===== src/rtl/serial_subtractor_2b.sv =====
// serial_subtractor_2b
//   Digit-serial subtractor that computes A - B two bits per clock. It uses
//   one 2-bit adder slice on A + ~B + carry and starts with carry-in = 1.
//   The LSB digit goes first. The block also produces SLT/SLTU-style
//   compare flags.
//
//   Handshake semantics (both sides):
//   - A transfer happens on a rising edge where valid && ready.
//   - o_ready is high only in IDLE; o_valid is high only in DONE.
//   - While o_valid is high, o_diff/o_borrow/flags stay stable until the
//     consumer takes them.
//   - The result-accept edge never also accepts new operands, so there is a
//     one-cycle bubble: one op per WIDTH/2+2 cycles with i_ready held high.
//
//   Optional feature: define SERIAL_SUB_FLAGS_EN to build the o_zero, o_ovf,
//   o_lt and o_ltu flag logic. Without it those ports are tied to 0, and the
//   operand sign registers are not built.
//
// Parameters
//   WIDTH    operand width in bits (even, >= 2); WIDTH/2 cycles per op
// Ports
//   i_clk    clock, rising edge
//   i_rst_n  synchronous reset, active low
//   i_valid  operands valid            o_ready   operands accepted (IDLE)
//   i_a      minuend                   i_b       subtrahend
//   o_valid  result valid (DONE)       i_ready   consumer accepts result
//   o_diff   A - B mod 2^WIDTH         o_borrow  unsigned A < B
//   o_zero   diff == 0                 o_ovf     signed overflow
//   o_lt     signed A < B              o_ltu     unsigned A < B
//   o_state  FSM state (0 IDLE, 1 RUN, 2 DONE) for debug/checkers
module serial_subtractor_2b #(
  parameter int WIDTH = 32
) (
  input  logic             i_clk,
  input  logic             i_rst_n,
  input  logic             i_valid,
  output logic             o_ready,
  input  logic [WIDTH-1:0] i_a,
  input  logic [WIDTH-1:0] i_b,
  output logic             o_valid,
  input  logic             i_ready,
  output logic [WIDTH-1:0] o_diff,
  output logic             o_borrow,
  output logic             o_zero,
  output logic             o_ovf,
  output logic             o_lt,
  output logic             o_ltu,
  output logic [1:0]       o_state
);

  // The counter must be at least one bit wide, even when WIDTH == 2.
  localparam int CW = (WIDTH / 2 > 1) ? $clog2(WIDTH / 2) : 1;
  localparam logic [CW-1:0] LAST = CW'(WIDTH / 2 - 1);

  typedef enum logic [1:0] {
    IDLE = 2'd0,
    RUN  = 2'd1,
    DONE = 2'd2
  } state_t;

  state_t           state;
  logic [CW-1:0]    cnt;
  logic             carry;
  logic [WIDTH-1:0] a_sh;
  logic [WIDTH-1:0] nb_sh;
  logic [WIDTH-1:0] diff_sh;
  logic [WIDTH-1:0] diff_q;
  logic             borrow_q;

  // One 2-bit slice of A + ~B + carry; bit 2 is the carry out.
  logic [2:0]       slice;
  logic [WIDTH+1:0] diff_cat;
  logic [WIDTH-1:0] diff_nxt;
  logic             last_step;

  assign slice     = {1'b0, a_sh[1:0]} + {1'b0, nb_sh[1:0]} + {2'b00, carry};
  // Shift the new digit in from the top; this form also works for WIDTH == 2.
  assign diff_cat  = {slice[1:0], diff_sh};
  assign diff_nxt  = diff_cat[WIDTH+1:2];
  assign last_step = (state == RUN) && (cnt == LAST);

  always_ff @(posedge i_clk) begin
    if (!i_rst_n) begin
      state    <= IDLE;
      cnt      <= '0;
      carry    <= 1'b0;
      a_sh     <= '0;
      nb_sh    <= '0;
      diff_sh  <= '0;
      diff_q   <= '0;
      borrow_q <= 1'b0;
    end else begin
      case (state)
        IDLE: begin
          if (i_valid) begin
            a_sh  <= i_a;
            nb_sh <= ~i_b;
            carry <= 1'b1;
            cnt   <= '0;
            state <= RUN;
          end
        end
        RUN: begin
          a_sh    <= a_sh >> 2;
          nb_sh   <= nb_sh >> 2;
          diff_sh <= diff_nxt;
          carry   <= slice[2];
          cnt     <= cnt + CW'(1);
          if (cnt == LAST) begin
            diff_q   <= diff_nxt;
            borrow_q <= ~slice[2];
            state    <= DONE;
          end
        end
        DONE: begin
          if (i_ready) state <= IDLE;
        end
        default: state <= IDLE;
      endcase
    end
  end

  assign o_ready  = (state == IDLE);
  assign o_valid  = (state == DONE);
  assign o_diff   = diff_q;
  assign o_borrow = borrow_q;
  assign o_state  = state;

`ifdef SERIAL_SUB_FLAGS_EN
  logic a_msb;
  logic b_msb;
  logic zero_q;
  logic ovf_q;
  logic lt_q;
  logic ltu_q;
  logic ovf_nxt;

  // Overflow happens when the operand signs differ and the result sign
  // differs from the sign of A.
  assign ovf_nxt = (a_msb != b_msb) && (diff_nxt[WIDTH-1] != a_msb);

  always_ff @(posedge i_clk) begin
    if (!i_rst_n) begin
      a_msb  <= 1'b0;
      b_msb  <= 1'b0;
      zero_q <= 1'b0;
      ovf_q  <= 1'b0;
      lt_q   <= 1'b0;
      ltu_q  <= 1'b0;
    end else if (state == IDLE && i_valid) begin
      a_msb <= i_a[WIDTH-1];
      b_msb <= i_b[WIDTH-1];
    end else if (last_step) begin
      zero_q <= (diff_nxt == '0);
      ovf_q  <= ovf_nxt;
      lt_q   <= diff_nxt[WIDTH-1] ^ ovf_nxt;
      ltu_q  <= ~slice[2];
    end
  end

  assign o_zero = zero_q;
  assign o_ovf  = ovf_q;
  assign o_lt   = lt_q;
  assign o_ltu  = ltu_q;
`else
  logic unused_last_step;
  assign unused_last_step = last_step;
  assign o_zero = 1'b0;
  assign o_ovf  = 1'b0;
  assign o_lt   = 1'b0;
  assign o_ltu  = 1'b0;
`endif

endmodule


===== config.mk =====
export PLATFORM = sky130hd
export DESIGN_NAME = serial_subtractor_2b
export DESIGN_NICKNAME = d
export VERILOG_FILES = /design/src/rtl/serial_subtractor_2b.sv
export SDC_FILE = /design/constraint.sdc
export NUM_CORES = 1
export LEC_CHECK = 0
export ABC_CLOCK_PERIOD_IN_PS = 1990
export CAP_MARGIN = 15
export CORE_MARGIN = 2
export CORE_UTILIZATION = 63
export CTS_CLUSTER_SIZE = 10
export DETAILED_ROUTE_END_ITERATION = 10
export DONT_BUFFER_PORTS = 1
export HOLD_SLACK_MARGIN = 0.06
export PLACE_DENSITY = 0.79
export SYNTH_ARGS = -nofsm -noshare
export SYNTH_HDL_FRONTEND = slang
export SYNTH_SLANG_ARGS = --single-unit

===== constraint.sdc =====
create_clock -name i_clk -period 1.99 [get_ports i_clk]
set_clock_uncertainty 0.15 [all_clocks]
set_input_delay 0.2985 -clock i_clk [delete_from_list [all_inputs] [get_ports i_clk]]
set_output_delay 0.2985 -clock i_clk [all_outputs]
set_load 0.005 [all_outputs]

==> summary.txt, run 1 <==
Synthesis
  – Largest cells by area after synthesis: dfxtp_1 (46%), mux2i_1 (11%), nand2_1 (9.8%)
  – Ys async rst share: 0%
  – Cell count after synthesis: 672
  – Main synth FF type: dfxtp_1
  – Syn avg cell area: 8.71 um^2
  – Largest area contributor in the netlist: dfxtp_1
  – Most frequent cell after synthesis: nand2_1
  – Most common library cells after synthesis: nand2_1 (153), dfxtp_1 (134), a21oi_1 (89)
  – Post-synth EDFFs: 0
  – Share of the synthesized area in the top cell type: 45.8%
  – Synthesized area: 5860 um^2
  – Yosys warns: 0
  – #FFs+latches synth: 134
  – Distinct cells, synth: 37
  – Sequential element share of the synthesized area: 45.8%

STA
  – WHS: 0.0796 ns
  – Hold Vio Cnt, Final: 0
  – F_max: 0.530 GHz
  – Tcrit/Tclk final: 94.9%
  – Unrepaired setup endpoints after global routing: no
  – Setup-failing EPs final: 0
  – Final Critical Period: 1.89 ns
  – Final Slew Violations: 0
  – Setup TNS: 0 ns

Finish
  – Util after Layout: 82.3%
  – Area grow syn2layout: 28.0%
  – Post-layout net count: 818
  – N_diodes: 0
  – Layout cells sized above 1: 11.1%

Pwr
  – Pleak: 2.75 nW
  – Pint: 0.00534 W
  – Clock share of power: 49.2%
  – Comb pwr share: 9.2%
  – Final Total Pwr: 0.00693 W
  – Seq pwr share: 41.6%
  – Sw Share: 23.0%
  – Pwr/cell area: 925 nW/um^2
  – Peak supply drop: 588 uV
  – NetSw: 0.00159 W

Floorplan
  – Die Area: 10100 um^2
  – Die Ht: 100 um
  – CORE AREA: 9110 um^2
  – Initial cell density of the core: 64.3%
  – Std cell rows: 35
  – Die Wd: 100 um
  – I/O pin count: 109

Worst setup path
  – R2R depth: 5
  – Slowest CP cell: dfxtp_4
  – Worst Path Required: 1.54 ns
  – WP data arrival: 1.44 ns
  – Max incr delay on CP: 0.45 ns
  – Worst setup EP type: output port
  – Crit Path Max Fanout: 39
  – Crit Path Class: reg2out
  – CP Cell Sequence: buf_4 > nor2b_1
  – Crit path launch type: flip-flop

Global route
  – Overall Global Routing Usage: 28.8%
  – Overflow after GRT: 0
  – Largest net degree at the start of global routing: 94
  – Antenna violations before repair: 0
  – First-pass GRT wire length: 23.3 mm
  – Vias in the first global route: 5011

Placed design
  – IO buf count: 0
  – Post-DP HPWL: 7.25 mm
  – RePlAce Congestion: 0.766

Drt
  – DRT Wirelength: 14.1 mm
  – Initial DRC Count: 246
  – Via count: 5018
  – # DRC: 0
  – DRT antenna net count: 0
  – WL/cell: 16.2 um
  – First-pass DRT Iterations: 5
  – Via density per instance: 5.76

Clocking
  – Worst-Skew Late Latency: 0.51 ns
  – CTS tree: built
  – H-tree depth: 4
  – CTS root buf: clkbuf_8
  – CTS Sinks: 134
  – Reg clk slew, reported paths: 0.06 ns
  – CTS Buf Count: 17
  – Clk buf depth: 2

Status
  – Status: complete, no violations

Job
  – Max-cap violation count: 0

Worst hold path
  – Hold path depth: 3
  – Min-Delay Path Class: in2reg
[final cells by class]
class                   count  area (um^2)
clock buffers              19          432
clock inverters            13          220
fillers                   553         1620
inverters                   9         33.8
multi-input cells         468         2790
flip-flops and latches    134         2690
well taps                 111          139
repair buffers            117         1200
[worst paths after layout]
path	start	to	slack [ns]
hold / removal	i_rst_n	o_diff[14]$_SDFFE_PN0P_	0.08
hold reg to reg	diff_sh[2]$_SDFFE_PN0P_	diff_sh[2]$_SDFFE_PN0P_	0.31
setup / recovery	o_state[0]$_SDFFE_PN0P_	o_valid	0.10
setup reg to reg	cnt[0]$_SDFFE_PN0P_	o_diff[11]$_SDFFE_PN0P_	0.27
[flip-flops by register name (all words and copies together), names as in the netlist]
name,cells
carry,1
a_sh,32
o_diff,32
nb_sh,32
cnt,4
o_borrow,1
diff_sh,30
o_state,2
[cell usage in the layout (no fill, tap or decap), types with 4 or more instances in the layout]
master,synthesis,final
clkbuf_16,0,16
o221a_2,28,28
buf_4,8,12
dfxtp_1,134,132
bufinv_16,0,5
a21oi_1,89,89
nor2_1,37,37
nand2_1,153,153
dlygate4sd3_1,0,101
nor2b_1,31,30
a22oi_1,4,4
o21ai_0,30,30
inv_1,9,9
mux2i_1,65,65
conb_1,1,4
[kinds of logic after synthesis]
family	count (synthesis)	synth area share [%]
AOI/OAI and AO/OA	162	17.8
adders and majority gates	3	0.897
buffers and inverters	73	6.86
DFF	134	45.8
muxes	65	11.1
other	1	0.0640
and+or+nand+nor	234	17.4
[critical path: cells and delay by family (launching register included)]
family                 cells  cell delay [ns]
AND/OR/NAND/NOR            1             0.14
buffers and inverters      1             0.34
flip-flops                 1             0.45
[per-stage QoR]
step / cell area (um^2) / instances / setup WS (ns)
floorplan: 5870 / 675 / 0.375
global placement: 5770 / 736 / 0.341
detailed placement: 5770 / 736 / 0.294
CTS: 7490 / 871 / 0.0284
global route: 7490 / 871 / 0.0338
finish: 7490 / 871 / 0.102
[timing repair]
action / in CTS / in global routing
endpoints found under the setup margin: 0 / 1
setup buffers: 0 / 0
resized for setup: 0 / 1
endpoints found under the hold margin: 102 / 0
hold buffers: 103 / 0
[power by group through the flow]
| stage | Clock [W] | Combinational (W) | Sequential, W |
|---|---|---|---|
| 6_report | 0.00341 | 0.000638 | 0.00288 |
| 5_1_grt | 0.00358 | 0.000705 | 0.00289 |
| 4_1_cts | 0.00344 | 0.000623 | 0.00288 |
| 3_5_place_dp | 0 | 0.000461 | 0.00294 |
| 3_3_place_gp | 0 | 0.000440 | 0.00293 |
| 2_1_floorplan | 0 | 0.000462 | 0.00291 |
[layer usage]
metal | vias up | track usage, % | wire (um)
met2 | 146 | 50.1 | 7260
met1 | 2415 | 34.6 | 5900
li1 | 2432 | - | -
met4 | 0 | 11.5 | 299
met5 | - | 0 | 0
met3 | 25 | 6.27 | 631
Power figures use the tool's default switching activity.
==> run 2: changes to the inputs <==
--- a/config.mk
+++ b/config.mk
@@ -5,7 +5,8 @@
 export SDC_FILE = /design/constraint.sdc
 export NUM_CORES = 1
 export LEC_CHECK = 0
-export ABC_CLOCK_PERIOD_IN_PS = 1990
+export ABC_AREA = 1
+export ABC_CLOCK_PERIOD_IN_PS = 2100
 export CAP_MARGIN = 15
 export CORE_MARGIN = 2
 export CORE_UTILIZATION = 63
==> constraint.sdc (replaced) <==
create_clock -name i_clk -period 2.1 [get_ports i_clk]
set_clock_uncertainty 0.15 [all_clocks]
set_input_delay 0.315 -clock i_clk [delete_from_list [all_inputs] [get_ports i_clk]]
set_output_delay 0.315 -clock i_clk [all_outputs]
set_load 0.005 [all_outputs]
==> summary.txt, run 2 <==
Worst setup path
  – Slowest CP cell: dlygate4sd3_1
  – WP buf/inv: 4 (+3)
  – Crit Path Max Fanout: 33 (-15%)
  – Crit path launch type: flip-flop
  – Crit Path Class: reg2reg
  – Max incr delay on CP: 0.56 ns (+0.11 ns)
  – Worst setup EP type: flip-flop
  – Worst Path Required: 2.40 ns (+0.86 ns)
  – CP Cell Sequence: buf_4 > nor2_4 > buf_12 > nand3_1 > dlygate4sd3_1 > nand3_1 > nand2_1 > inv_1
  – WP data arrival: 2.35 ns (+0.91 ns)
  – Most used cell, CP: nand3_1
  – Crit-path leading delay family: buffers and inverters

Pwr
  – Pleak: 3.37 nW (+23%)
  – Peak supply drop: 512 uV (-13%)
  – Pwr/cell area: 877 nW/um^2 (-5.2%)

Synthesis
  – Most frequent cell after synthesis: nor2_1
  – Yosys warns: 0 (unchanged)
  – Cell count after synthesis: 916 (+36%)
  – Ys async rst share: 0% (unchanged)
  – Post-synth EDFFs: 0 (unchanged)
  – Main synth FF type: dfxtp_1
  – Largest area contributor in the netlist: dfxtp_1
  – Largest cells by area after synthesis: dfxtp_1 (45%), nor2_1 (15%), nand2_1 (13%)
  – Syn avg cell area: 6.52 um^2 (-25%)
  – Sequential element share of the synthesized area: 44.9% (-0.91 points)
  – Share of the synthesized area in the top cell type: 44.9% (-0.91 points)
  – Synthesized area: 5970 um^2 (+2.0%)
  – Most common library cells after synthesis: nor2_1 (233), nand2_1 (203), dfxtp_1 (134)
  – Distinct cells, synth: 22 (-41%)
  – #FFs+latches synth: 134 (unchanged)

Placed design
  – IO buf count: 0 (unchanged)
  – RePlAce Congestion: 0.766 (about the same)
  – Post-DP HPWL: 7.71 mm (+6.4%)

Drt
  – Via density per instance: 5.22 (-9.4%)
  – First-pass DRT Iterations: 5 (unchanged)
  – Initial DRC Count: 390 (+59%)
  – WL/cell: 13.7 um (-15%)
  – Via count: 5807 (+16%)
  – # DRC: 0 (unchanged)
  – DRT antenna net count: 0 (unchanged)
  – DRT Wirelength: 15.3 mm (+8.6%)

Clocking
  – H-tree depth: 4 (unchanged)
  – CTS tree: built
  – CTS Buf Count: 17 (unchanged)
  – CTS root buf: clkbuf_8
  – Post-CTS setup buffers: 0 (unchanged)
  – Reg clk slew, reported paths: 0.06 ns (about the same)
  – CTS Sinks: 134 (unchanged)
  – Clk buf depth: 2 (unchanged)
  – Worst-Skew Late Latency: 0.51 ns (about the same)

Floorplan
  – Die Ht: 101 um (+0.97%)
  – Initial cell density of the core: 64.7% (+0.37 points)
  – CORE AREA: 9240 um^2 (+1.4%)
  – Die Wd: 101 um (+0.97%)
  – Die Area: 10300 um^2 (+1.9%)
  – Std cell rows: 35 (unchanged)
  – I/O pin count: 109 (unchanged)

Finish
  – Area grow syn2layout: 24.0%
  – Post-layout net count: 1041 (+27%)
  – Commonest non-fill, non-tap cells in the layout: nor2_1 (231), nand2_1 (203), dfxtp_1 (133)
  – N_diodes: 0 (unchanged)
  – Most common cell after layout, fill and taps aside: nor2_1
  – Layout cells sized above 1: 5.70% (-5.4 points)

STA
  – Tcrit/Tclk final: 97.3%
  – Setup TNS: 0 ns (unchanged)
  – Hold Vio Cnt, Final: 0 (unchanged)
  – Setup-failing EPs final: 0 (unchanged)
  – Final Critical Period: 2.04 ns
  – Unrepaired setup endpoints after global routing: no
  – Final Slew Violations: 0 (unchanged)
  – F_max: 0.489 GHz
  – WHS: 0.0885 ns (+0.00882 ns)

Worst hold path
  – Min-Delay Path Class: in2reg

Status
  – Status: complete, no violations

Global route
  – Overall Global Routing Usage: 27.9% (-0.89 points)
  – Vias in the first global route: 5385 (+7.5%)
  – First-pass GRT wire length: 23.1 mm (-0.80%)
  – Antenna violations before repair: 0 (unchanged)
  – Overflow after GRT: 0 (unchanged)
  – Largest net degree at the start of global routing: 97 (+3.2%)

Job
  – Max-cap violation count: 0 (unchanged)
[run 2: layout make-up]
type                    instances  area (um^2)
flip-flops and latches        134         2680
multi-input cells             598         2500
fillers                       592         1830
repair buffers                 90          975
inverters                     129          484
clock buffers                  21          449
well taps                     129          161
clock inverters                11          149
[run 2: cells by family after synthesis]
family                     count (synthesis)  synth area share, %
AOI/OAI and AO/OA                         72                 6.03
DFF                                      134                 44.9
and+or+nand+nor                          519                 34.6
buffers and inverters                    187                 13.5
adders and majority gates                  3                0.880
other                                      1               0.0628
[run 2: tightest hold or removal path, stage by stage]
cell	delay [ns]
buf_16	0.17
nand2_1	0.13
a21oi_1	0.07
[run 2: worst paths after layout]
kind	endpoint	startpoint	cells past startpoint	slack (ns)
worst max-delay path	a_sh[4]$_SDFFE_PN0P_	o_state[1]$_SDFFE_PN0P_	8	0.06
worst min register to register	diff_sh[24]$_SDFFE_PN0P_	diff_sh[24]$_SDFFE_PN0P_	2	0.30
worst min-delay path	o_state[0]$_SDFFE_PN0P_	i_valid	3	0.09
worst max register to register	a_sh[4]$_SDFFE_PN0P_	o_state[1]$_SDFFE_PN0P_	8	0.06
[run 2: per-layer routing]
layer / routed length [um] / track usage (%)
met1: 5970 / 31.3
met3: 1000 / 6.83
met4: 464 / 13.5
met5: 0 / 0
met2: 7850 / 49.5
[run 2: repair_timing]
item                       4_1_cts  5_1_grt
hold buffers                    75        0
setup endpoints to repair        0        6
gates resized for setup          0        3
hold endpoints to repair       133        0
[run 2: metrics by stage]
step / cells / util (%) / cell area [um^2] / setup WS, ns / total power [W]
5_1_grt: 1112 / 80.1 / 7410 / 0.000855 / 0.00674
2_1_floorplan: 919 / - / 5990 / 0.350 / 0.00329
4_1_cts: 1110 / 79.7 / 7360 / 0.0271 / 0.00647
3_5_place_dp: 1003 / 64.7 / 5980 / 0.266 / 0.00337
6_report: 1112 / 80.1 / 7410 / 0.0562 / 0.00650
3_3_place_gp: 1003 / 64.7 / 5980 / 0.294 / 0.00334
[run 2: report_power, final]
group	switching, W	internal (W)	total [W]
clock	0.00109	0.00187	0.00297
combinational	0.000472	0.000312	0.000784
sequential	0.0000647	0.00268	0.00274
